$ cat src/rtl/throw_sequencer_if.sv
// Button, adjuster-status and strobe bundle for throw_sequencer.
//   angleup_n/angledown_n/powerup_n/powerdown_n/launch_n : asynchronous buttons, active-low
//   ang[4:0], vel[2:0] : current angle/velocity from the adjuster
//   ball_landed        : landing indication from the flight datapath
//   adj_update/adj_sel : single-cycle adjust strobe and its selector
//   launch_start       : single-cycle launch strobe
//   phase[1:0]         : 0=AIM 1=ADJ 2=FLIGHT 3=HOLD
//   flight_busy        : high while in FLIGHT
// master = environment (drives buttons/status), slave = sequencer.
interface throw_sequencer_if;
    localparam int unsigned ANG_W = 5;
    localparam int unsigned VEL_W = 3;

    logic             angleup_n;
    logic             angledown_n;
    logic             powerup_n;
    logic             powerdown_n;
    logic             launch_n;
    logic [ANG_W-1:0] ang;
    logic [VEL_W-1:0] vel;
    logic             ball_landed;
    logic             adj_update;
    logic [1:0]       adj_sel;
    logic             launch_start;
    logic [1:0]       phase;
    logic             flight_busy;

    modport master (
        output angleup_n, angledown_n, powerup_n, powerdown_n, launch_n,
        output ang, vel, ball_landed,
        input  adj_update, adj_sel, launch_start, phase, flight_busy
    );

    modport slave (
        input  angleup_n, angledown_n, powerup_n, powerdown_n, launch_n,
        input  ang, vel, ball_landed,
        output adj_update, adj_sel, launch_start, phase, flight_busy
    );
endinterface

$ cat src/rtl/throw_sequencer.sv
// Game-phase controller for the ball thrower: synchronises and debounces the
// five buttons, turns adjust presses into single-cycle adjuster strobes and
// sequences AIM -> FLIGHT -> HOLD.
// Ports:
//   clk  : system clock
//   rst  : synchronous reset, active-high
//   bus  : throw_sequencer_if.slave (buttons, ang/vel, ball_landed in;
//          adj_update/adj_sel, launch_start, phase, flight_busy out)
// Optional feature: define AUTO_REPEAT_EN to auto-repeat a held adjust
// button; without it each press yields exactly one adj_update.
module throw_sequencer #(
    parameter int unsigned TICK_DIV       = 250000,
    parameter int unsigned REPEAT_FIRST   = 20,
    parameter int unsigned REPEAT_NEXT    = 5,
    parameter int unsigned FLIGHT_TIMEOUT = 1000,
    parameter int unsigned HOLD_TICKS     = 50,
    parameter int unsigned ANG_MAX        = 16,
    parameter int unsigned VEL_MAX        = 5
) (
    input  logic                clk,
    input  logic                rst,
    throw_sequencer_if.slave    bus
);
    localparam int unsigned ANG_W  = 5;
    localparam int unsigned VEL_W  = 3;
    localparam int unsigned N_BTN  = 5;
    localparam int unsigned LAUNCH = 4;
    localparam int unsigned TICK_W = (TICK_DIV > 1) ? $clog2(TICK_DIV) : 1;
    localparam int unsigned PH_MAX = (FLIGHT_TIMEOUT > HOLD_TICKS) ? FLIGHT_TIMEOUT : HOLD_TICKS;
    localparam int unsigned PH_W   = (PH_MAX > 1) ? $clog2(PH_MAX) : 1;
`ifdef AUTO_REPEAT_EN
    localparam int unsigned REP_MAX = (REPEAT_FIRST > REPEAT_NEXT) ? REPEAT_FIRST : REPEAT_NEXT;
    localparam int unsigned REP_W   = (REP_MAX > 1) ? $clog2(REP_MAX) : 1;
`endif

    typedef enum logic [1:0] {
        AIM    = 2'd0,
        ADJ    = 2'd1,
        FLIGHT = 2'd2,
        HOLD   = 2'd3
    } state_t;

    // Button index equals adj_sel encoding; launch sits above the adjust buttons.
    logic [N_BTN-1:0] btn_raw;
    logic [N_BTN-1:0] sync1;
    logic [N_BTN-1:0] sync2;
    logic [N_BTN-1:0] seen_low;
    logic [N_BTN-1:0] held;
    logic [N_BTN-1:0] held_d;
    logic [TICK_W-1:0] tick_cnt;
    logic              tick_c;
    logic [3:0]        elig;
    logic [3:0]        cand;
    logic              cand_any;
    logic [1:0]        cand_sel;
    logic              lost;

    state_t            state, state_d;
    logic [1:0]        lat_sel, lat_sel_d;
    logic [PH_W-1:0]   phase_cnt, phase_cnt_d;
`ifdef AUTO_REPEAT_EN
    logic [REP_W-1:0]  rep_cnt, rep_cnt_d;
`endif
    logic              adj_update_q, adj_update_d;
    logic [1:0]        adj_sel_q, adj_sel_d;
    logic              launch_start_q, launch_start_d;
    logic              flight_busy_q, flight_busy_d;

    assign btn_raw = {bus.launch_n, bus.powerdown_n, bus.powerup_n, bus.angledown_n, bus.angleup_n};

    // Two-flop synchronisers; reset to the released level.
    always_ff @(posedge clk) begin
        if (rst) begin
            sync1 <= '1;
            sync2 <= '1;
        end else begin
            sync1 <= btn_raw;
            sync2 <= sync1;
        end
    end

    // Internal tick generator.
    assign tick_c = (tick_cnt == TICK_W'(TICK_DIV - 1));

    always_ff @(posedge clk) begin
        if (rst) begin
            tick_cnt <= '0;
        end else if (tick_c) begin
            tick_cnt <= '0;
        end else begin
            tick_cnt <= tick_cnt + TICK_W'(1);
        end
    end

    // Debounce: pressed after two consecutive low tick samples, released on the
    // first high one. held_d is the state as of this cycle's tick, so the FSM
    // can react in the same cycle as the qualifying tick.
    assign held_d = tick_c ? (~sync2 & seen_low) : held;

    always_ff @(posedge clk) begin
        if (rst) begin
            seen_low <= '0;
            held     <= '0;
        end else if (tick_c) begin
            seen_low <= ~sync2;
            held     <= held_d;
        end
    end

    // Eligibility per adjust direction, bit index = adj_sel.
    assign elig = {bus.vel != '0, bus.vel < VEL_W'(VEL_MAX),
                   bus.ang != '0, bus.ang < ANG_W'(ANG_MAX)};
    assign cand     = held_d[3:0] & elig;
    assign cand_any = |cand;

    // Lowest index wins among eligible adjust presses.
    always_comb begin
        cand_sel = 2'd0;
        for (int i = 3; i >= 0; i--) begin
            if (cand[i]) cand_sel = 2'(i);
        end
    end

`ifdef AUTO_REPEAT_EN
    assign lost = !elig[lat_sel];
`else
    assign lost = 1'b0;
`endif

    // State and registered outputs.
    always_ff @(posedge clk) begin
        if (rst) begin
            state          <= AIM;
            lat_sel        <= 2'd0;
            phase_cnt      <= '0;
`ifdef AUTO_REPEAT_EN
            rep_cnt        <= '0;
`endif
            adj_update_q   <= 1'b0;
            adj_sel_q      <= 2'd0;
            launch_start_q <= 1'b0;
            flight_busy_q  <= 1'b0;
        end else begin
            state          <= state_d;
            lat_sel        <= lat_sel_d;
            phase_cnt      <= phase_cnt_d;
`ifdef AUTO_REPEAT_EN
            rep_cnt        <= rep_cnt_d;
`endif
            adj_update_q   <= adj_update_d;
            adj_sel_q      <= adj_sel_d;
            launch_start_q <= launch_start_d;
            flight_busy_q  <= flight_busy_d;
        end
    end

    // Next-state and output decode.
    always_comb begin
        state_d        = state;
        lat_sel_d      = lat_sel;
        phase_cnt_d    = phase_cnt;
`ifdef AUTO_REPEAT_EN
        rep_cnt_d      = rep_cnt;
`endif
        adj_update_d   = 1'b0;
        adj_sel_d      = 2'd0;
        launch_start_d = 1'b0;

        case (state)
            AIM: begin
                if (tick_c) begin
                    if (held_d[LAUNCH]) begin
                        launch_start_d = 1'b1;
                        phase_cnt_d    = PH_W'(FLIGHT_TIMEOUT - 1);
                        state_d        = FLIGHT;
                    end else if (cand_any) begin
                        adj_update_d = 1'b1;
                        adj_sel_d    = cand_sel;
                        lat_sel_d    = cand_sel;
`ifdef AUTO_REPEAT_EN
                        rep_cnt_d    = REP_W'(REPEAT_FIRST - 1);
`endif
                        state_d      = ADJ;
                    end
                end
            end
            ADJ: begin
                if (lost) begin
                    state_d = AIM;
                end else if (tick_c) begin
                    if (held_d[LAUNCH]) begin
                        launch_start_d = 1'b1;
                        phase_cnt_d    = PH_W'(FLIGHT_TIMEOUT - 1);
                        state_d        = FLIGHT;
                    end else if (!held_d[lat_sel]) begin
                        state_d = AIM;
                    end
`ifdef AUTO_REPEAT_EN
                    else if (rep_cnt == '0) begin
                        adj_update_d = 1'b1;
                        adj_sel_d    = lat_sel;
                        rep_cnt_d    = REP_W'(REPEAT_NEXT - 1);
                    end else begin
                        rep_cnt_d = rep_cnt - REP_W'(1);
                    end
`endif
                end
            end
            FLIGHT: begin
                // Landing and timeout lead to the same HOLD entry.
                if (bus.ball_landed || (tick_c && phase_cnt == '0)) begin
                    phase_cnt_d = PH_W'(HOLD_TICKS - 1);
                    state_d     = HOLD;
                end else if (tick_c) begin
                    phase_cnt_d = phase_cnt - PH_W'(1);
                end
            end
            HOLD: begin
                if (tick_c) begin
                    if (phase_cnt == '0) begin
                        state_d = AIM;
                    end else begin
                        phase_cnt_d = phase_cnt - PH_W'(1);
                    end
                end
            end
            default: state_d = AIM;
        endcase

        flight_busy_d = (state_d == FLIGHT);
    end

    assign bus.adj_update   = adj_update_q;
    assign bus.adj_sel      = adj_sel_q;
    assign bus.launch_start = launch_start_q;
    assign bus.phase        = 2'(state);
    assign bus.flight_busy  = flight_busy_q;
endmodule

$ cat src/flat_wrapper.sv
// flat-port wrapper written by rule: the top's interface ports become plain ports
module throw_sequencer_flat 
#(
    parameter int unsigned TICK_DIV       = 250000,
    parameter int unsigned REPEAT_FIRST   = 20,
    parameter int unsigned REPEAT_NEXT    = 5,
    parameter int unsigned FLIGHT_TIMEOUT = 1000,
    parameter int unsigned HOLD_TICKS     = 50,
    parameter int unsigned ANG_MAX        = 16,
    parameter int unsigned VEL_MAX        = 5
)
  (clk, rst, bus_angleup_n, bus_angledown_n, bus_powerup_n, bus_powerdown_n, bus_launch_n, bus_ang, bus_vel, bus_ball_landed, bus_adj_update, bus_adj_sel, bus_launch_start, bus_phase, bus_flight_busy);
  throw_sequencer_if bus_i ();
  input  logic clk;
  input  logic rst;
  input wire logic [$bits(bus_i.angleup_n)-1:0] bus_angleup_n;
  input wire logic [$bits(bus_i.angledown_n)-1:0] bus_angledown_n;
  input wire logic [$bits(bus_i.powerup_n)-1:0] bus_powerup_n;
  input wire logic [$bits(bus_i.powerdown_n)-1:0] bus_powerdown_n;
  input wire logic [$bits(bus_i.launch_n)-1:0] bus_launch_n;
  input wire logic [$bits(bus_i.ang)-1:0] bus_ang;
  input wire logic [$bits(bus_i.vel)-1:0] bus_vel;
  input wire logic [$bits(bus_i.ball_landed)-1:0] bus_ball_landed;
  output wire logic [$bits(bus_i.adj_update)-1:0] bus_adj_update;
  output wire logic [$bits(bus_i.adj_sel)-1:0] bus_adj_sel;
  output wire logic [$bits(bus_i.launch_start)-1:0] bus_launch_start;
  output wire logic [$bits(bus_i.phase)-1:0] bus_phase;
  output wire logic [$bits(bus_i.flight_busy)-1:0] bus_flight_busy;
  assign bus_i.angleup_n = bus_angleup_n;
  assign bus_i.angledown_n = bus_angledown_n;
  assign bus_i.powerup_n = bus_powerup_n;
  assign bus_i.powerdown_n = bus_powerdown_n;
  assign bus_i.launch_n = bus_launch_n;
  assign bus_i.ang = bus_ang;
  assign bus_i.vel = bus_vel;
  assign bus_i.ball_landed = bus_ball_landed;
  assign bus_adj_update = bus_i.adj_update;
  assign bus_adj_sel = bus_i.adj_sel;
  assign bus_launch_start = bus_i.launch_start;
  assign bus_phase = bus_i.phase;
  assign bus_flight_busy = bus_i.flight_busy;
  throw_sequencer #(.TICK_DIV(TICK_DIV), .REPEAT_FIRST(REPEAT_FIRST), .REPEAT_NEXT(REPEAT_NEXT), .FLIGHT_TIMEOUT(FLIGHT_TIMEOUT), .HOLD_TICKS(HOLD_TICKS), .ANG_MAX(ANG_MAX), .VEL_MAX(VEL_MAX)) u_core (.clk(clk), .rst(rst), .bus(bus_i));
endmodule
$ cat config.mk
export PLATFORM = sky130hd
export DESIGN_NAME = throw_sequencer_flat
export DESIGN_NICKNAME = d
export VERILOG_FILES = /design/src/rtl/throw_sequencer_if.sv /design/src/rtl/throw_sequencer.sv /design/src/flat_wrapper.sv
export SDC_FILE = /design/constraint.sdc
export NUM_CORES = 1
export LEC_CHECK = 0
export ABC_AREA = 1
export BUFFER_PORTS_ARGS = -buffer_cell sky130_fd_sc_hd__buf_4
export CAP_MARGIN = 20
export CORE_ASPECT_RATIO = 2
export CORE_MARGIN = 2
export CORE_UTILIZATION = 59
export DETAILED_ROUTE_END_ITERATION = 12
export GPL_TIMING_DRIVEN = 0
export HOLD_SLACK_MARGIN = 0.03
export MAX_ROUTING_LAYER = met4
export PLACE_DENSITY = 0.83
export SKIP_CTS_REPAIR_TIMING = 1
export SLEW_MARGIN = 20
export SYNTH_ARGS = -nofsm -noshare
export SYNTH_HDL_FRONTEND = slang
export SYNTH_SLANG_ARGS = --single-unit
$ cat constraint.sdc
create_clock -name clk -period 2.32 [get_ports clk]
set_input_delay 0.464 -clock clk [delete_from_list [all_inputs] [get_ports clk]]
set_output_delay 0.464 -clock clk [all_outputs]
set_load 0.03 [all_outputs]
==> flow_summary.ini <==
[power]
finalPower_mw = 1.99
ir_drop_mv = 0.518
p_leak_nw = 1.35
pwr_density_cell_mw_per_mm2 = 637

[worst_setup_path]
required_ns = 2.54
path_class = reg -> reg
cp-end-kind = register
reg2reg_from = u_core.phase_cnt[0]
cp.arrival_ns = 2.33
crit_path_start = u_core.phase_cnt[0]
critPathMaxFanout = 6
reg2reg_depth = 14
crit_path_start_kind = register

[route]
drt-total-wl_um = 5490
wl_per_cell_um = 11.8
drc = 0
viasPerCell = 5.16
vias = 2395
drtPass1Iterations = 4
postRouteAntennaNets = 0
drt_iter0_markers = 47

[floorplanning]
coreArea_mm2 = 0.00438
pin_count = 23
initial_core_util_pct = 61.3
die-area_mm2 = 0.00514
die_h_um = 99.4
rows = 34
die_width_um = 51.7

[placed_design]
globalplace.congestion = 0.908
preCtsSetupSlack_ns = 0.152
dpl.hpwl_um = 4140
place_inst = 448
port_buffers = 21

[yosys]
yosysMostFrequentCell = nand2_1
synth-seq-area-share_pct = 42.5
async_flop_share_pct = 0
synth_ff_type = dfxtp_1
synth_edf_count = 0
avgSynthCellArea_um2 = 7.20
synthTopCellsByArea = dfxtp_1, nand2_1, nor2_1
syn_inst = 373
ys_types = 36
synth_top_area_cell = dfxtp_1
syn-cell-area_mm2 = 0.00269
ys_ff_latch = 57
synth_nets = 391
synth_warnings = 0
yosys-top-cells-count = nand2_1, nor2_1, dfxtp_1
yosysTopAreaCellShare_pct = 42.5

[cells_and_area]
layout.nets = 423
final_layout_size_suffix_gt1_share_pct = 18.5
stdcell_count = 464
area_growth_pct = 16.3
antenna_cells = 0

[cts]
cts_tree = done
numCtsBuffers = 9
clock_latency_ns = 0.34
cts.path.max_buffers = 2
h-tree-depth = 3
clock_sinks = 57
cts-root-buf = clkbuf_8
clk_pin_slew_ns = 0.07

[global_routing]
antenna_found_initial = 0
gr-total-overflow = 0
first_global_vias = 2431
track_usage_pct = 26.3
grt_max_degree = 13
grt_pass1_wl_um = 9760

[hold_path]
hp-start = bus_powerdown_n
hp-class = in -> reg
holdPathStages = 2

[sta]
fin_ws_ns = 0.204
slew-limit-headroom_pct = 63.9
setup_viol = 0
fmax_mhz = 472
min_period_ns = 2.12
worstMarginPinSlew_ns = 0.542
finalCritPeriodShare_pct = 91.2
skew_ns = 0.00544
fin_setup_tns_ns = 0
final-hold-violation-count = 0
rsz0062_at_grt = no
slew_viol_final = 0

[outcome]
status = complete, no violations

[flow_run]
cap_violations = 0
[kinds of logic (layout without fill, tap and decap cells)]
| family | Yosys count | in the layout | synth area share, % |
|---|---|---|---|
| AND/OR/NAND/NOR | 203 | 203 | 35.7 |
| flip-flops | 57 | 57 | 42.5 |
| buffers and inverters | 55 | 92 | 8.34 |
| AO/OA/AOI/OAI | 47 | 47 | 9.55 |
| XOR/XNOR | 9 | 9 | 2.94 |
| adder cells (fa/ha/maj) | 2 | 2 | 0.932 |
[sequential cells by signal, summed over array words and instances (netlist names), 2 cells and up]
register and cells:
u_core.held 5, u_core.lat_sel 2, u_core.seen_low 5, u_core.sync2 5, u_core.bus.adj_sel 2, u_core.tick_cnt 18, u_core.sync1 5, u_core.phase_cnt 10
u_core.bus.phase 2
[report_power, final]
group,switching [mW],total [mW],internal [mW]
sequential,0.00503,0.996,0.991
combinational,0.0306,0.0590,0.0284
clock,0.431,0.935,0.503
[worst max-delay path: stages (launching register included)]
cell	delay, ns
dfxtp_1	0.31
inv_1	0.09
ha_1	0.17
nand2_1	0.08
or2_1	0.26
nor2_1	0.10
nand2_1	0.09
nor2_2	0.17
nand2_1	0.12
nand2_1	0.11
nand2_1	0.16
o21ai_0	0.12
nand2_1	0.08
o21ai_1	0.07
nor2_1	0.05
[layer usage]
layer	vias up	track usage [%]	share of wire [%]
li1	1252	-	-
met1	1093	23.0	39
met2	36	47.3	55
met3	14	8.56	3.0
met4	0	14.0	3.2
met5	-	-	0
[path summary, 6_finish.rpt]
| check | endpoint | slack, ns |
|---|---|---|
| max | u_core.phase_cnt[7] | 0.20 |
| min | u_core.sync1[3] | 0.30 |
| max reg2reg | u_core.phase_cnt[7] | 0.20 |
| min reg2reg | u_core.sync2[3] | 0.41 |
[cells in the final DEF (no fill, tap or decap), types with 9 or more instances in the layout]
cell type,n
nand2_1,71
nor2_1,58
dfxtp_1,57
inv_1,41
nand3_1,25
buf_4,21
a21oi_1,16
o21ai_0,16
or2_2,13
nor3_1,10
clkbuf_8,9
[metrics by stage]
step	area [µm²]	hold slack (ns)	util, %
5_1_grt	3120	0.278	71.3
3_3_place_gp	2910	0.392	66.4
6_report	3120	0.297	71.3
2_1_floorplan	2690	0.389	-
4_1_cts	3110	0.291	71.1
3_5_place_dp	2910	0.393	66.4
[area by class of cell]
class	instances	area (µm²)
inverter	47	184
fill	367	1260
clock buffer	9	124
sequential	57	1140
buffer	8	40.0
timing repair buffer	21	158
clock inverter	7	80.1
tap	54	67.6
multi-input combinational	261	1330
Note: power is estimated with default switching activity, not from simulation.
